===== src/rtl/nco_phase_gen.sv =====
// Phase-accumulator NCO feeding the CORDIC sin/cos generator.
// Keeps an active and a shadow frequency control word (FCW), applies a
// modular phase offset, and produces arg/arg_valid plus an iq_valid flag
// lined up with the CORDIC outputs.
module nco_phase_gen #(
  parameter int ACC_WIDTH  = 32,
  parameter int ARG_WIDTH  = 16,
  parameter int CORDIC_LAT = 15
) (
  input  logic                 clk,
  input  logic                 rst_n,
  input  logic                 en,
  input  logic [ACC_WIDTH-1:0] fcw_in,
  input  logic                 fcw_valid,
  output logic                 fcw_ready,
  input  logic [ARG_WIDTH-1:0] poff_in,
  input  logic                 poff_valid,
  input  logic                 sync,
  output logic [ARG_WIDTH-1:0] arg,
  output logic                 arg_valid,
  output logic                 iq_valid
);

  logic [ACC_WIDTH-1:0]  acc_q, acc_d;
  logic [ACC_WIDTH-1:0]  fcw_active_q, fcw_active_d;
  logic [ACC_WIDTH-1:0]  fcw_shadow_q, fcw_shadow_d;
  logic                  pend_q, pend_d;
  logic [ARG_WIDTH-1:0]  poff_q, poff_d;
  logic                  acc_valid_q, acc_valid_d;
  logic [ARG_WIDTH-1:0]  arg_q, arg_d;
  logic                  arg_valid_q, arg_valid_d;
  logic [CORDIC_LAT-1:0] iqv_q, iqv_d;

  // Shadow-word handshake and commit; a capture needs pend low and a
  // commit needs pend high, so the two never happen on the same edge.
  always_comb begin
    fcw_shadow_d = fcw_shadow_q;
    fcw_active_d = fcw_active_q;
    pend_d       = pend_q;
    if (!pend_q && fcw_valid) begin
      fcw_shadow_d = fcw_in;
      pend_d       = 1'b1;
    end else if (pend_q && (en || sync)) begin
      fcw_active_d = fcw_shadow_q;
      pend_d       = 1'b0;
    end else begin
      pend_d       = pend_q;
    end
  end

  // Accumulator: sync clears and wins over en; the step uses the word that
  // was active before this edge so a commit never tears the phase.
  always_comb begin
    acc_d = acc_q;
    if (sync) begin
      acc_d = {ACC_WIDTH{1'b0}};
    end else if (en) begin
      acc_d = acc_q + fcw_active_q;
    end else begin
      acc_d = acc_q;
    end
  end

  // Offset register plus output stage: arg is the truncated top of acc plus
  // the offset held before this edge, all modulo 2^ARG_WIDTH.
  always_comb begin
    poff_d = poff_q;
    if (poff_valid) begin
      poff_d = poff_in;
    end else begin
      poff_d = poff_q;
    end
    arg_d       = acc_q[ACC_WIDTH-1 -: ARG_WIDTH] + poff_q;
    acc_valid_d = en | sync;
    arg_valid_d = acc_valid_q;
  end

  // iq_valid delay line: arg_valid shifted by the CORDIC pipeline depth.
  always_comb begin
    iqv_d    = iqv_q;
    iqv_d[0] = arg_valid_q;
    for (int i = 1; i < CORDIC_LAT; i++) begin
      iqv_d[i] = iqv_q[i-1];
    end
  end

  // State registers with asynchronous active-low reset.
  always_ff @(posedge clk or negedge rst_n) begin
    if (!rst_n) begin
      acc_q        <= {ACC_WIDTH{1'b0}};
      fcw_active_q <= {ACC_WIDTH{1'b0}};
      fcw_shadow_q <= {ACC_WIDTH{1'b0}};
      pend_q       <= 1'b0;
      poff_q       <= {ARG_WIDTH{1'b0}};
      acc_valid_q  <= 1'b0;
      arg_q        <= {ARG_WIDTH{1'b0}};
      arg_valid_q  <= 1'b0;
      iqv_q        <= {CORDIC_LAT{1'b0}};
    end else begin
      acc_q        <= acc_d;
      fcw_active_q <= fcw_active_d;
      fcw_shadow_q <= fcw_shadow_d;
      pend_q       <= pend_d;
      poff_q       <= poff_d;
      acc_valid_q  <= acc_valid_d;
      arg_q        <= arg_d;
      arg_valid_q  <= arg_valid_d;
      iqv_q        <= iqv_d;
    end
  end

  assign fcw_ready = ~pend_q;
  assign arg       = arg_q;
  assign arg_valid = arg_valid_q;
  assign iq_valid  = iqv_q[CORDIC_LAT-1];

endmodule

===== config.mk =====
export PLATFORM = sky130hd
export DESIGN_NAME = nco_phase_gen
export DESIGN_NICKNAME = d
export VERILOG_FILES = /design/src/rtl/nco_phase_gen.sv
export SDC_FILE = /design/constraint.sdc
export NUM_CORES = 1
export LEC_CHECK = 0
export BUFFER_PORTS_ARGS = -buffer_cell sky130_fd_sc_hd__buf_2
export CORE_MARGIN = 1.5
export CORE_UTILIZATION = 41
export DETAILED_ROUTE_END_ITERATION = 10
export GPL_ROUTABILITY_DRIVEN = 0
export GPL_TIMING_DRIVEN = 1
export SYNTH_ARGS = -nofsm -noshare
export SYNTH_HDL_FRONTEND = slang
export SYNTH_SLANG_ARGS = --single-unit

===== constraint.sdc =====
create_clock -name clk -period 3.2 [get_ports clk]
set_input_delay 0.48 -clock clk [delete_from_list [all_inputs] [get_ports clk]]
set_output_delay 0.48 -clock clk [all_outputs]
set_load 0.02 [all_outputs]

# == Word-level counts from Yosys, hierarchy flattened ==
# Index checks and enable logic that the tools add are counted.
# classes
n_addsub,2
n_mux,4
bitwise,3
reduce_logical,7
# op_table
operator,count
32-bit two-way mux,2
32-bit adder,1
16-bit adder,1
2-bit nonzero test,2
1-bit logical AND,2
1-bit two-way mux,2
1-bit NOT,2
2-bit AND reduction,1
1-bit logical NOT,1
1-bit logical OR,1
1-bit bitwise OR,1
# word_totals
register_bits,146
out_inout_bits,19
wordCells,25

# == Logic depth before layout (Yosys ltp) ==
# Gate-level depths: netlist of run 1.
# logic_depth
depth_word,4
depth_mapped,11

# == Worst setup path after synthesis of run 1 ==
# No wires, ideal clock.
# synth_timing
path_kind,reg2reg
startpoint,register acc_q[16]
endpoint,"register arg_q[14], in the netlist arg[14]"
arrival_time_ns,2.477
required_time_ns,3.120
slack_ns,0.644
stages_incl_launch_ff,11
n_path_buf,0
synth_period_minus_slack_ns,2.556
path_cell_list,dfrtp_1 -> ha_1 -> fa_1 -> a21o_1 -> a21oi_2 -> o21bai_1 -> a31o_2 -> a311o_1 -> a31o_2 -> a21oi_1 -> xnor2_1
# synth_between
elab_chain_cells,1
# synth_lines
element,line,text
from (decl),24,"logic [ACC_WIDTH-1:0] acc_q, acc_d;"
from (signal assigned),90,acc_q <= {ACC_WIDTH{1'b0}};
16-bit adder,73,arg_d = acc_q[ACC_WIDTH-1 -: ARG_WIDTH] + poff_q;
net arg_d[14],30,"logic [ARG_WIDTH-1:0] arg_q, arg_d;"
to (signal assigned),96,arg_q <= {ARG_WIDTH{1'b0}};
to (signal assigned),106,arg_q <= arg_d;
to (decl),30,
# The timed path passes the listed nets, and every way through them passes these cells.
# A chain may end at the register's enable or synchronous reset.

# == Worst setup path in the final report of run 1 ==
# layout_timing
startpoint,register acc_q[0]
endpoint,register acc_q[24]
# layout_between
elab_chain_cells,3
# layout_lines
element,line,text
32-bit adder,58,acc_d = acc_q + fcw_active_q;
32-bit two-way mux,57,end else if (en) begin
32-bit two-way mux,55,if (sync) begin
# No other way between the ends. The select of a mux whose other input is x is not followed.

==> results of run 1 <==
-- worst max-delay path, stage by stage (launching register included) --
cell      delay [ps]
dfrtp_1          360
ha_1             200
inv_1             60
fa_1             390
nor2b_1          220
o31ai_2          130
a211oi_2         320
nor4b_4          100
o31ai_2          410
a21oi_1          150
xnor2_1          140
a22o_1           200
-- sequential cells by signal, indices dropped and copies added (netlist names) --
register,cells
acc_q,32
fcw_active_q,32
fcw_shadow_q,32
arg,16
poff_q,16
iqv_q,15
acc_valid_q,1
arg_valid,1
pend_q,1
-- cell usage in the layout, fill, tap and decap left out, types with 10 or more instances in the layout --
master	count
ha_1	46
nand2_1	30
dfrtp_1	146
a21o_1	18
mux2_2	80
xor2_1	16
a21oi_1	37
o21ai_0	20
xnor2_1	24
nor2_1	55
inv_1	10
mux2i_1	14
clkbuf_16	17
buf_2	71
-- power by group --
| part | switching [mW] | leakage (nW) | internal, mW |
|---|---|---|---|
| Clock | 0.766 | 0.279 | 1.16 |
| Sequential | 0.350 | 1.73 | 2.38 |
| Combinational | 2.04 | 1.99 | 1.63 |
-- kinds of logic (layout without fill, tap and decap cells) --
family	count (synthesis)	after routing
buffers and inverters	33	123
adder cells (fa/ha/maj)	48	48
AO/OA/AOI/OAI	134	134
AND/OR/NAND/NOR	127	127
multiplexers	94	94
XOR/XNOR	40	40
flip-flops	146	146
-- per-stage QoR --
stage	hold slack (ps)	std cells
3_5_place_dp	334.7	905
2_1_floorplan	184.4	622
5_1_grt	87.77	937
4_1_cts	68.74	937
6_report	52.50	937
3_3_place_gp	331.9	905
-- cell type report --
cell class	instances	share of cell area
sequential	146	0.4271
multi-input combinational	443	0.4149
timing repair buffer	80	0.05280
clock buffer	19	0.05178
tap	225	0.03291
clock inverter	13	0.01565
inverter	11	0.004827
-- routing by layer --
layer | track usage | part of all wire
met5 | 0 | 0
met4 | 0.07092 | 0.021
met3 | 0.04667 | 0.050
met2 | 0.2758 | 0.45
met1 | 0.2394 | 0.48
-- worst paths after layout --
| path | startpoint | end | slack (ps) | depth (start not counted) |
|---|---|---|---|---|
| worst max-delay path | acc_q[0] | acc_q[24] | 400 | 11 |
| worst min-delay path | rst_n | iqv_q[8] | 50 | 1 |
| worst max register to register | acc_q[0] | acc_q[24] | 400 | 11 |
| worst min register to register | iqv_q[1] | iqv_q[2] | 350 | 0 |
| max in group asynchronous | rst_n | fcw_shadow_q[26] | 2410 | 2 |
| min in group clk | fcw_in[17] | fcw_shadow_q[17] | 280 | 2 |
==> run_results.csv, run 1 <==
group,metric,value,unit
sta,tightest_slew,625.5,ps
clock_network,cts_buffer_depth,2,
synth,synth_top_cell_area_share,0.4989,
layout,fillerInstances,1559,
global_route,grt_pass1_vias,5163,
clock_network,clk_latency,430,ps
synth,seq_area_frac_synth,0.4989,
sta,slew_headroom,0.5830,
drt,drt_iter0_drc,315,
clock_network,ctsHoldBuffers,0,
clock_network,cts_max_level,4,
synth,synth.most_common_cell,"dfrtp_1",
synth,synth_area_leader_cell,"dfrtp_1",
synth,synth.net_count,724,
clock_network,cts.sinks,146,
global_route,grt_pass1_wl,25570,um
clock_network,path_clk_slew,60,ps
global_route,grt_max_degree,71,
setup_path,required,3510,ps
clock_network,cts_tree,"done",
layout,layout-drive-gt1-share,0.2921,
synth,ys_warn_count,0,
setup_path,critPathKind,"reg -> reg",
sta,setup-tns-final,0,ps
floorplanning,start_util,0.4219,
sta,min_period_over_period,0.8754,
sta,finalHoldViolCount,0,
synth,ys_async_sr_fraction,1.000,
synth,synth_xor_area_frac,0.04784,
layout,multiInputGateArea,0.003550,sq mm
sta,setup-violations-final,0,
drt,via_per_inst,5.355,
sta,min_period,2801,ps
floorplanning,chipWidth,136.6,um
synth,synth-simple-area-share,0.08081,
drt,wirelength,15070,um
placement,io_buffers,72,
synth,synth_area,0.007323,sq mm
floorplanning,pin_count,73,
setup_path,crit_path_end_kind,"flop",
layout,area_growth,16.81,%
synth,synth_area_per_cell,11.77,sq um
floorplanning,core_area,0.01736,sq mm
power,cellPowerDensity,972.4,mW/mm^2
layout,antennaDiodeCount,0,
synth,muxShareOfSynthArea,0.1421,
clock_network,cts_root_buffer,"clkbuf_16",
setup_path,cp-start-kind,"flop",
synth,synth_top_family_by_area,"multiplexers",
power,p_leak,4.001,nW
synth,synth_common_cells,"dfrtp_1, mux2_2, nor2_1, ha_1, a21oi_1",
synth,synth_area_leaders,"dfrtp_1, mux2_2, ha_1, xnor2_1, nor2_1",
synth,synth_fa_ha_area_frac,0.08406,
drt,wl_per_cell,16.08,um
drt,dr.pass1.iters,5,
placement,post-place-ws,425.1,ps
floorplanning,die_h,136.6,um
power,power,8.318,mW
global_route,grt.total_usage,0.1785,
floorplanning,die-area,0.01867,sq mm
synth,synth_cells,622,
synth,netlist-cell-type-count,60,
sta,skew,11.76,ps
sta,max_freq,0.3570,GHz
clock_network,cts_made_buffers,17,
drt,num_vias,5018,
layout,nets,801,
drt,drc,0,
clock_network,postCtsSetupRepairBufs,0,
synth,ys.flop_type,"dfrtp_1",
clock_network,post_cts_resized,0,
sta,timing.final.ws_setup,398.6,ps
global_route,grt-ovfl-total,0,
synth,synth_edf_count,0,
setup_path,cp.arrival,3110,ps
layout,final_util,0.4929,
layout,stdcell_area,0.008554,sq mm
placement,placed_area,0.007978,sq mm
placement,dp_hpwl,10810,um
drt,ant_nets,0,
layout,regArea,0.003654,sq mm
hold_path,hold_class,"in -> async",
sta,rsz0062_at_grt,"false",
synth,synth_compound_area_frac,0.1288,
global_route,antenna_found_initial,0,
sta,slew_violations,0,
power,peakVddDrop,0.0004472,V
setup_path,cp_max_fo,4,
synth,ys_ff_latch,146,
run,maxCapViolCount,0,
outcome,outcome,"finished, final reports clean",
floorplanning,num_rows,48,
Note: power is estimated with default switching activity, not from simulation.
==> inputs of run 2 (changes only) <==
==> constraint.sdc (replaced) <==
create_clock -name clk -period 3.3 [get_ports clk]
set_input_delay 0.495 -clock clk [delete_from_list [all_inputs] [get_ports clk]]
set_output_delay 0.495 -clock clk [all_outputs]
set_load 0.02 [all_outputs]
==> run 2 against run 1 <==
  * Die area did not move
  * Final area is 0.23% higher
  * Clock skew increased by 19 ps
  * Cell count unchanged
  * Critical path depth fell by 1
  * Register-to-register slack better by 160 ps
  * Maximum frequency rose by 2.2%
  * Wire length shrank 1.6%
  * First-iteration DRC count up 17%
  * Hold slack worse by 49 ps
  * Critical path type unchanged
  * Largest power group unchanged
  * Highest routed layer unchanged
==> run_results.csv, run 2 (synthesized netlist as in run 1, its figures left out) <==
group,metric,value,unit
setup_path,rr_worst_depth,10,
setup_path,cp_slowest_cell,"dfrtp_1",
setup_path,cp.arrival,3090,ps
hold_path,hold_class,"in -> async",
setup_path,endpoint,"arg[14]",
layout,layout-drive-gt1-share,0.2879,
global_route,grt.total_usage,0.1748,
sta,setup-tns-final,0,ps
power,p_leak,4.000,nW
setup_path,crit_path_end_kind,"flop",
global_route,grt_pass1_vias,5087,
power,cellPowerDensity,945.6,mW/mm^2
clock_network,cts_buffer_depth,2,
setup_path,required,3650,ps
sta,setup-violations-final,0,
drt,met2_wirelength,6883,um
drt,route.met3.wl,506,um
drt,dr.pass1.iters,4,
drt,wl_met1,7295,um
global_route,grt-ovfl-total,0,
floorplanning,num_rows,48,
layout,layout_common_cells,"dfrtp_1, mux2_2, buf_2, nor2_1, ha_1",
setup_path,cp_max_fo,3,
sta,slew_headroom,0.4791,
sta,min_period_over_period,0.8305,
power,peakVddDrop,0.0003814,V
sta,rsz0062_at_grt,"false",
clock_network,postCtsSetupRepairBufs,0,
outcome,outcome,"finished, final reports clean",
layout,largestRegisters,"acc_q x32, fcw_active_q x32, fcw_shadow_q x32",
drt,wirelength,14830,um
sta,min_period,2741,ps
setup_path,startpoint,"acc_q[16]",
drt,wl_per_cell,15.83,um
clock_network,cts.sinks,146,
clock_network,path_clk_slew,60,ps
layout,antennaDiodeCount,0,
floorplanning,pin_count,73,
clock_network,post_cts_resized,0,
global_route,grt_max_degree,66,
drt,num_vias,4946,
floorplanning,die_h,136.6,um
setup_path,rrSetupSlack,560,ps
layout,final_common_cell,"dfrtp_1",
layout,area_growth,17.09,%
clock_network,cts_made_buffers,17,
setup_path,r2r-end,"arg[14]",
sta,tightest_slew,779.8,ps
sta,max_freq,0.3649,GHz
drt,via_per_inst,5.279,
clock_network,ctsHoldBuffers,0,
clock_network,cts_tree,"done",
setup_path,critical_path.most_common_cell,"a31o_2",
sta,slew_violations,0,
sta,skew,30.28,ps
clock_network,cts_root_buffer,"clkbuf_16",
run,maxCapViolCount,0,
sta,timing.final.ws_setup,559.3,ps
clock_network,cts_max_level,4,
setup_path,critPathKind,"reg -> reg",
floorplanning,core_area,0.01736,sq mm
floorplanning,die-area,0.01867,sq mm
setup_path,cp-start-kind,"flop",
layout,final_util,0.4940,
sta,finalHoldViolCount,0,
floorplanning,chipWidth,136.6,um
setup_path,path_cells,"ha_1 -> fa_1 -> a21o_1 -> a21oi_2 -> o21bai_1 -> a31o_2 -> a311o_1 -> a31o_2 -> a21oi_1 -> xnor2_1",
placement,post-place-ws,572.2,ps
drt,drc,0,
drt,ant_nets,0,
global_route,grt_pass1_wl,24980,um
setup_path,rr_startpoint,"acc_q[16]",
drt,highest_layer,"met4",
clock_network,clk_latency,440,ps
drt,drt_iter0_drc,367,
layout,nets,801,
placement,dp_hpwl,10930,um
placement,io_buffers,72,
global_route,antenna_found_initial,0,
floorplanning,start_util,0.4219,
setup_path,cpPeakStageDelay,400,ps
run 2: cell count changes in the layout (fill, tap and decap cells not counted):
cell / previous run / this run
clkbuf_1: 1 / 4
clkbuf_8: 1 / 0
clkinv_4: 1 / 4
inv_6: 2 / 1
clkinv_2: 5 / 0
bufinv_16: 2 / 3
run 2: worst max-delay path, delay by kind of cell, from the launching register on:
family,cells,cell delay (ps)
compound gates,7,1490
xor+xnor,1,130
fa+ha+maj,2,630
flops,1,400
run 2: metal layers:
metal  global-route usage  up-vias
met2               0.2700       90
met5                    0        -
met4              0.05969        0
met1               0.2405     2434
li1                     -     2414
met3              0.04222        8
run 2: how the worst min path moves through the flow:
stage / from / endpoint / slack, ps
after floorplan: rst_n / acc_q[0] / 200
after global placement: acc_valid_q / arg_valid / 330
after detailed placement: iqv_q[4] / iqv_q[5] / 330
after CTS: rst_n / iqv_q[13] / 0.3
after global routing: rst_n / iqv_q[10] / 10
final: rst_n / iqv_q[10] / 4
run 2: cell type report:
cell class / instances / area, sq um
clock buffer: 21 / 440.4
clock inverter: 11 / 156.4
fill: 1540 / 8782
inverter: 11 / 41.29
multi-input combinational: 443 / 3550
sequential: 146 / 3654
tap: 225 / 281.5
timing repair buffer: 80 / 451.7
run 2: stage by stage:
step                total power, mW  instances  hold WS [ps]  cell area [sq um]
finish                        8.108        937         3.982               8574
global route                  8.738        937         11.83               8574
CTS                           8.183        937        0.3301               8574
detailed placement            6.197        905         334.7               7978
global placement              6.093        905         333.3               7978
floorplan                     5.363        622         199.4               7323
run 2: power breakdown:
| group | leakage (nW) | internal, mW | switching, mW |
|---|---|---|---|
| sequential | 1.73 | 2.30 | 0.347 |
| combinational | 1.99 | 1.57 | 1.95 |
| clock | 0.278 | 1.19 | 0.740 |
| total | 4.00 | 5.07 | 3.04 |
